==> src/rtl/auth_resp_scheduler.sv <==
// Responder-side sequencer for USB Type-C Authentication answers: dispatches a decoded request
// to its answer generator, latches the answer and streams it MSB-first one byte per handshake.
module auth_resp_scheduler #(
    parameter int unsigned HDR_W     = 32,
    parameter int unsigned PAY_W     = 96,
    parameter int unsigned TIMEOUT   = 16,
    parameter logic [7:0]  PROTO_VER = 8'h01
) (
    input  logic                 clk,
    input  logic                 reset,
    input  logic                 req_valid,
    input  logic [7:0]           req_type,
    output logic                 req_ready,
    output logic [2:0]           gen_ack_in,
    input  logic [2:0]           gen_ack_out,
    input  logic [3*HDR_W-1:0]   gen_header,
    input  logic [3*PAY_W-1:0]   gen_payload,
    output logic                 tx_valid,
    output logic [7:0]           tx_data,
    output logic                 tx_last,
    input  logic                 tx_ready,
    output logic                 busy
);

    localparam int unsigned MSG_W   = HDR_W + PAY_W;
    localparam int unsigned MSG_LEN = HDR_W / 8 + PAY_W / 8;
    localparam int unsigned LEN_W   = $clog2(MSG_LEN + 1);
    localparam int unsigned WAIT_W  = $clog2(TIMEOUT + 1);
    localparam logic [7:0]  ERR_UNSUPPORTED = 8'h07;
    localparam logic [7:0]  ERR_TIMEOUT     = 8'h04;

    typedef enum logic [1:0] {IDLE, DISPATCH, SEND} state_t;

    state_t              state_q, state_d;
    logic [1:0]          sel_q, sel_d;
    logic [WAIT_W-1:0]   wait_q, wait_d;
    logic [MSG_W-1:0]    msg_q, msg_d;
    logic [LEN_W-1:0]    len_q, len_d, idx_q, idx_d;
    logic                sel_ack;
    logic [MSG_W-1:0]    sel_msg;
    logic [2:0]          gen_ack_in_d;
    logic                tx_valid_d, tx_last_d, busy_d, req_ready_d;
    logic [7:0]          tx_data_d;

    // ERROR message occupies the header bytes; the payload part is never sent (len 4)
    function automatic logic [MSG_W-1:0] err_msg(input logic [7:0] code);
        err_msg = {PROTO_VER, 8'h7F, code, 8'h00, (MSG_W-32)'(0)};
    endfunction

    // Answer of the selected generator
    always_comb begin
        sel_ack = gen_ack_out[0];
        sel_msg = {gen_header[HDR_W-1:0], gen_payload[PAY_W-1:0]};
        case (sel_q)
            2'd1: begin
                sel_ack = gen_ack_out[1];
                sel_msg = {gen_header[2*HDR_W-1:HDR_W], gen_payload[2*PAY_W-1:PAY_W]};
            end
            2'd2: begin
                sel_ack = gen_ack_out[2];
                sel_msg = {gen_header[3*HDR_W-1:2*HDR_W], gen_payload[3*PAY_W-1:2*PAY_W]};
            end
            default: ;
        endcase
    end

    // Next state plus next values of the registered outputs
    always_comb begin
        state_d = state_q;
        sel_d   = sel_q;
        wait_d  = wait_q;
        msg_d   = msg_q;
        len_d   = len_q;
        idx_d   = idx_q;
        case (state_q)
            IDLE: begin
                if (req_valid) begin
                    if (req_type == 8'h81 || req_type == 8'h82 || req_type == 8'h83) begin
                        state_d = DISPATCH;
                        sel_d   = req_type[1:0] - 2'd1;
                        wait_d  = '0;
                    end else begin
                        state_d = SEND;
                        msg_d   = err_msg(ERR_UNSUPPORTED);
                        len_d   = LEN_W'(4);
                        idx_d   = '0;
                    end
                end
            end
            DISPATCH: begin
                wait_d = wait_q + WAIT_W'(1);
                if (sel_ack) begin
                    state_d = SEND;
                    msg_d   = sel_msg;
                    len_d   = LEN_W'(MSG_LEN);
                    idx_d   = '0;
                end else if (wait_q == WAIT_W'(TIMEOUT - 1)) begin
                    state_d = SEND;
                    msg_d   = err_msg(ERR_TIMEOUT);
                    len_d   = LEN_W'(4);
                    idx_d   = '0;
                end
            end
            SEND: begin
                if (tx_valid && tx_ready) begin
                    if (idx_q == len_q - LEN_W'(1)) begin
                        state_d = IDLE;
                        msg_d   = '0;
                        len_d   = '0;
                        idx_d   = '0;
                    end else begin
                        idx_d = idx_q + LEN_W'(1);
                        msg_d = msg_q << 8;
                    end
                end
            end
            default: state_d = IDLE;
        endcase

        gen_ack_in_d = (state_d == DISPATCH) ? (3'b001 << sel_d) : 3'b000;
        tx_valid_d   = (state_d == SEND);
        tx_data_d    = tx_valid_d ? msg_d[MSG_W-1 -: 8] : 8'h00;
        tx_last_d    = tx_valid_d && (idx_d == len_d - LEN_W'(1));
        busy_d       = (state_d != IDLE);
        req_ready_d  = (state_d == IDLE);
    end

    always_ff @(posedge clk) begin
        if (reset) begin
            state_q    <= IDLE;
            sel_q      <= '0;
            wait_q     <= '0;
            msg_q      <= '0;
            len_q      <= '0;
            idx_q      <= '0;
            gen_ack_in <= '0;
            tx_valid   <= 1'b0;
            tx_data    <= '0;
            tx_last    <= 1'b0;
            busy       <= 1'b0;
            req_ready  <= 1'b1;
        end else begin
            state_q    <= state_d;
            sel_q      <= sel_d;
            wait_q     <= wait_d;
            msg_q      <= msg_d;
            len_q      <= len_d;
            idx_q      <= idx_d;
            gen_ack_in <= gen_ack_in_d;
            tx_valid   <= tx_valid_d;
            tx_data    <= tx_data_d;
            tx_last    <= tx_last_d;
            busy       <= busy_d;
            req_ready  <= req_ready_d;
        end
    end

endmodule

==> config.mk <==
export PLATFORM = sky130hd
export DESIGN_NAME = auth_resp_scheduler
export DESIGN_NICKNAME = d
export VERILOG_FILES = /design/src/rtl/auth_resp_scheduler.sv
export SDC_FILE = /design/constraint.sdc
export NUM_CORES = 1
export LEC_CHECK = 0
export ABC_AREA = 1
export ABC_CLOCK_PERIOD_IN_PS = 2700
export CAP_MARGIN = 20
export CORE_ASPECT_RATIO = 0.7
export CORE_MARGIN = 5
export CORE_UTILIZATION = 40
export DETAILED_ROUTE_END_ITERATION = 16
export PLACE_DENSITY = 0.79
export SYNTH_ARGS = -nofsm -noshare
export SYNTH_HDL_FRONTEND = slang
export SYNTH_SLANG_ARGS = --single-unit
==> constraint.sdc <==
create_clock -name clk -period 2.7 [get_ports clk]
set_input_delay 0.405 -clock clk [delete_from_list [all_inputs] [get_ports clk]]
set_output_delay 0.405 -clock clk [all_outputs]
set_load 0.1 [all_outputs]
# == After elaboration in Yosys (flattened, before gate mapping) ==
# Index checks and enable logic that the tools add are counted.
# classes
add_sub_neg,5
n_mul,0
div_mod_pow,0
order_cmp,0
eq_ne,17
shifts,1
mux,36
bitwise_logic,2
reduce_logical,13
# ops
cell,n
128-bit 2-to-1 mux,6
128-bit case mux with 3 select lines,1
128-bit case mux with 2 select lines,1
5-bit 2-to-1 mux,14
5-bit case mux with 3 select lines,2
"8-bit equality test, second input constant",3
2-bit 2-to-1 mux,9
"5-bit by 1-bit adder with 5-bit output, second input constant",2
5-bit equality test,2
5-bit case mux with 2 select lines,1
"5-bit by 1-bit subtractor with 5-bit output, second input constant",2
"2-bit != test, second input constant",4
"2-bit by 1-bit equality test with 1-bit output, second input constant",3
"2-bit equality test, second input constant",3
2-bit case mux with 3 select lines,1
"5-bit by 4-bit equality test with 1-bit output, second input constant",1
5-bit AND reduction,1
2-bit logical NOT,2
2-bit nonzero test,2
2-bit OR reduction,2
"3-bit != test, second input constant",1
3-bit AND reduction,1
3-bit nonzero test,1
"1-bit by 2-bit left shift with 3-bit output, first input constant",1
5 further kinds,8
# totals
reg_bits,162
latchBits,0
ramBits,0
rom_bits,0
input_bits,399
out_inout_bits,15
wordCells,87
mem_count,0

# == Logic depth before layout (Yosys ltp) ==
# depth
ltp_word,9
ltp_mapped,20
ltp_nobuf,20

# == Worst setup path after synthesis ==
# OpenSTA, ideal clock, no wires.
# synth_timing
path_type,register -> register
start,reg tx_valid
end,reg tx_last
setup_time_ps,62
arrival_ps,2435
t_required_ps,2638
setup_slack_ps,203
path_stages_with_launch,15
path_buffers,0
synth_period_minus_slack_ps,2497
cell_sequence,dfxtp_1 > nand2_1 > inv_1 > nand3_4 > nand2_4 > nand3_4 > nand2_1 > ha_1 > inv_1 > nand2_1 > nand2_1 > nand3_1 > nor2_1 > nand2_1 > nor2_2
# synth_via
elab_chain_len,6
elab_cells_between_ends,11
classes_between,add/sub: 1; eq/ne: 2; mux: 6; reduce/logical: 2
# synth_rtl
element,line_no,rtl
"start, declared",18,"output logic tx_valid,"
"start signal, assigned",150,tx_valid <= tx_valid_d;
1-bit logical AND *,105,if (tx_valid && tx_ready) begin
5-bit 2-to-1 mux,105,
5-bit case mux with 3 select lines,75,case (state_q)
5-bit by 1-bit subtractor with 5-bit output,123,tx_last_d = tx_valid_d && (idx_d == len_d - LEN_W'(1));
5-bit equality test,123,
1-bit logical AND *,123,
"end signal, assigned",152,tx_last <= tx_last_d;
"end, declared",20,"output logic tx_last,"
# Every way passes the cells marked *; elsewhere a longest branch is shown, timed or not.
# A chain may end at the register's enable or synchronous reset.

# == Worst setup path after layout ==
# layout_timing
start,reg wait_q[0]
end,reg msg_q[116]
# layout_via
elab_chain_len,3
# layout_rtl
element,line_no,rtl
"start, declared",36,"logic [WAIT_W-1:0] wait_q, wait_d;"
"start signal, assigned",145,wait_q <= wait_d;
5-bit by 4-bit equality test with 1-bit output,97,end else if (wait_q == WAIT_W'(TIMEOUT - 1)) begin
3-bit != test (no line),--,
5-bit AND reduction (no line),--,
"end signal, assigned",146,msg_q <= msg_d;
"end, declared",37,"logic [MSG_W-1:0] msg_q, msg_d;"
# No other way between the ends.

==> results by group <==
CTS
  – Root Driver: clkbuf_16
  – Cts hold-fix bufs: 0
  – CTS tree: built
  – Setup Buffers After CTS: 0
  – # clock sinks: 162
  – H-tree levels: 4
  – Clk slew on worst S/H paths: 0.07 ns
  – Total CTS buffers: 17
  – Resized cells post-CTS: 0
  – Worst-Skew Late Latency: 0.42 ns
  – Clk buf depth: 2

Worst setup path
  – Crit path launch type: register
  – Worst EP required: 3.00 ns
  – R2R cell count: 11
  – R2R setup slack: 0.13 ns
  – R2r endpoint: msg_q[116]$_SDFFE_PP0P_
  – CP endpoint kind: register
  – Worst path arrival time: 2.87 ns
  – Class of the most critical setup path: register to register
  – R2r startpoint: wait_q[0]$_SDFFE_PP0P_
  – CP Max Fanout: 31

Yosys
  – Mean Syn Cell Area: 6.97 µm²
  – Cell taking the most area after synthesis: dfxtp_1
  – Ranking of synthesized cells by area: dfxtp_1, inv_1, nand2_1
  – Most frequent cells after synthesis: inv_1, nand2_1, dfxtp_1
  – Most common cell in the netlist: inv_1
  – Predominant post-synthesis flop cell: dfxtp_1
  – Syn Std Cell Area: 0.0103 mm²
  – Mapped Nets: 1892
  – Register area share after synthesis: 0.314
  – Yosys warns: 0
  – Synth unique cells: 47
  – Syn Inst Count: 1483
  – Register bit count reported by yosys: 162
  – Post-synth EDFFs: 0
  – Post-synth top area share: 0.314
  – Async S/R FF share, synth: 0

STA
  – Skew final: 0.0113 ns
  – Fin worst setup slack: 0.128 ns
  – Tcrit/Tclk final: 0.953
  – Final hold violations: 0
  – Setup TNS: 0 ns
  – RSZ-0062 raised after global routing: no
  – Final min period: 2.57 ns
  – Hold slack: 0.464 ns
  – Max frequency: 0.389 GHz
  – Rel. slew slack: 0.499
  – Worst Max-Slew Pin Slew: 0.751 ns
  – Final Slew Violations: 0
  – Final count of negative-setup-slack endpoints: 0

Floorplanning
  – # IOs: 414
  – FP Rows: 49
  – Die height: 144 µm
  – Die W: 202 µm
  – Starting Density: 0.404
  – Die footprint: 0.0292 mm²
  – Core area: 0.0256 mm²

Drt
  – Post-route ant nets: 0
  – Via/cell ratio: 5.37
  – WL final: 39.4 mm
  – # DRC: 0
  – Vias after detailed routing: 11800
  – 1st-iter DRT viols: 1039
  – Routed len/inst: 18.0 µm
  – First-pass iteration count of the detailed router: 5

Placement
  – GPL Wtd Cong: 0.982
  – DP HPWL: 29.8 mm
  – Post-placement setup slack: -0.0984 ns
  – Number of buffers added on ports: 413
  – Post-Place Cells: 2155

Global routing
  – Initial antenna violation count: 3
  – First-pass GRT wire length: 60.2 mm
  – Gr usage total: 0.256
  – Overflow after GRT: 0
  – Vias in the first global route: 11100
  – Largest net degree at the start of global routing: 122

Finish
  – Final non-filler cell total: 2191
  – Area added between synthesis and finish: 49.3%
  – Nets: 2252
  – Layout cells sized above 1: 0.0738

Run
  – Max-cap viol count: 0

Worst hold path
  – Min-delay src: msg_q[0]$_SDFFE_PP0P_
  – Sink of the worst hold path: msg_q[0]$_SDFFE_PP0P_
  – Min-delay worst type: register to register
  – WHS Path Cells: 2

Power
  – Leak: 6.59 nW
  – PwrDens: 389 mW/mm²
  – Peak supply drop: 373 µV

Run status
  – Status: completed
## worst max-delay path by stage
stage,start,endpoint,slack (ns),cells past startpoint
final,wait_q[0]$_SDFFE_PP0P_,msg_q[116]$_SDFFE_PP0P_,0.13,11
after global placement,req_type[0],msg_q[114]$_SDFFE_PP0P_,-0.03,13
after global routing,wait_q[0]$_SDFFE_PP0P_,msg_q[115]$_SDFFE_PP0P_,0.0003,11
after detailed placement,req_type[0],msg_q[115]$_SDFFE_PP0P_,-0.1,13
after floorplan,tx_valid$_SDFF_PP0_,tx_last$_SDFF_PP0_,0.20,14
after CTS,len_q[0]$_SDFF_PP0_,tx_last$_SDFF_PP0_,0.23,20
## layer usage
metal  up-vias  share of wire  wire length [µm]  GRT usage
li1       5775              -                 -          -
met2       479           0.46             18000      0.416
met1      5459           0.44             17500      0.344
met4         0          0.018               699     0.0696
met5         -              0                 0          0
met3        43          0.081              3180     0.0614
## sequential cells by signal (all words and copies together) (netlist names), 2 cells and up
register,flops
msg_q,128
tx_data,8
idx_q,5
len_q,5
wait_q,5
gen_ack_in,3
sel_q,2
state_q,2
## metrics by stage
| step | power (mW) | instance area, µm² | utilization |
|---|---|---|---|
| after detailed placement | 3.62 | 14800 | 0.580 |
| after floorplan | 2.89 | 10300 | - |
| final | 6.00 | 15400 | 0.603 |
| after CTS | 6.05 | 15400 | 0.603 |
| after global routing | 6.24 | 15400 | 0.603 |
| after global placement | 3.60 | 14800 | 0.580 |
## power by group
part	total [mW]	switching, mW	leakage (nW)	internal [mW]
registers	2.45	0.0237	1.31	2.43
logic	1.12	0.465	5.00	0.653
clock network	2.43	1.07	0.285	1.36
## cells by family after synthesis
kind of cell,after synthesis,synth area share
compound gates,437,0.329
simple gates,460,0.185
xor+xnor,3,0.00254
flops,162,0.314
buf+inv,411,0.158
fa+ha+maj,10,0.0121
## cells in the final DEF, fill, tap and decap left out, types with 5 or more instances in the layout
cell type	netlist	final
nand3_1	31	31
inv_1	281	281
nand4_1	5	5
o41ai_1	6	6
nor2_1	153	153
a21oi_1	35	35
o32ai_1	102	102
dfxtp_1	162	161
a22o_1	8	8
buf_12	0	11
buf_4	10	46
a221oi_1	103	103
o21a_1	6	6
ha_1	10	8
clkbuf_16	0	17
o21bai_1	99	99
a211oi_1	8	8
clkdlybuf4s50_1	0	398
nand2_1	244	243
o211ai_1	19	19
nand2_2	7	7
inv_2	15	13
inv_6	0	6
o21ai_0	35	35
## worst max-delay path: stages (launching register included)
cell,delay (ns)
dfxtp_1,0.40
ha_1,0.18
inv_1,0.06
nor3_1,0.14
ha_1,0.32
inv_1,0.11
nand3_2,0.21
nand3_4,0.11
a21oi_4,0.21
inv_2,0.26
o41ai_1,0.35
inv_1,0.08
## area by class of cell
class	count	area [µm²]
flip-flops and latches	162	3240
diodes	4	10.0
repair buffers	455	4550
multi-input cells	910	5500
fillers	2361	10100
inverters	297	1120
clock inverters	12	120
well taps	331	414
clock buffers	20	467
Note: power is estimated with default switching activity, not from simulation.
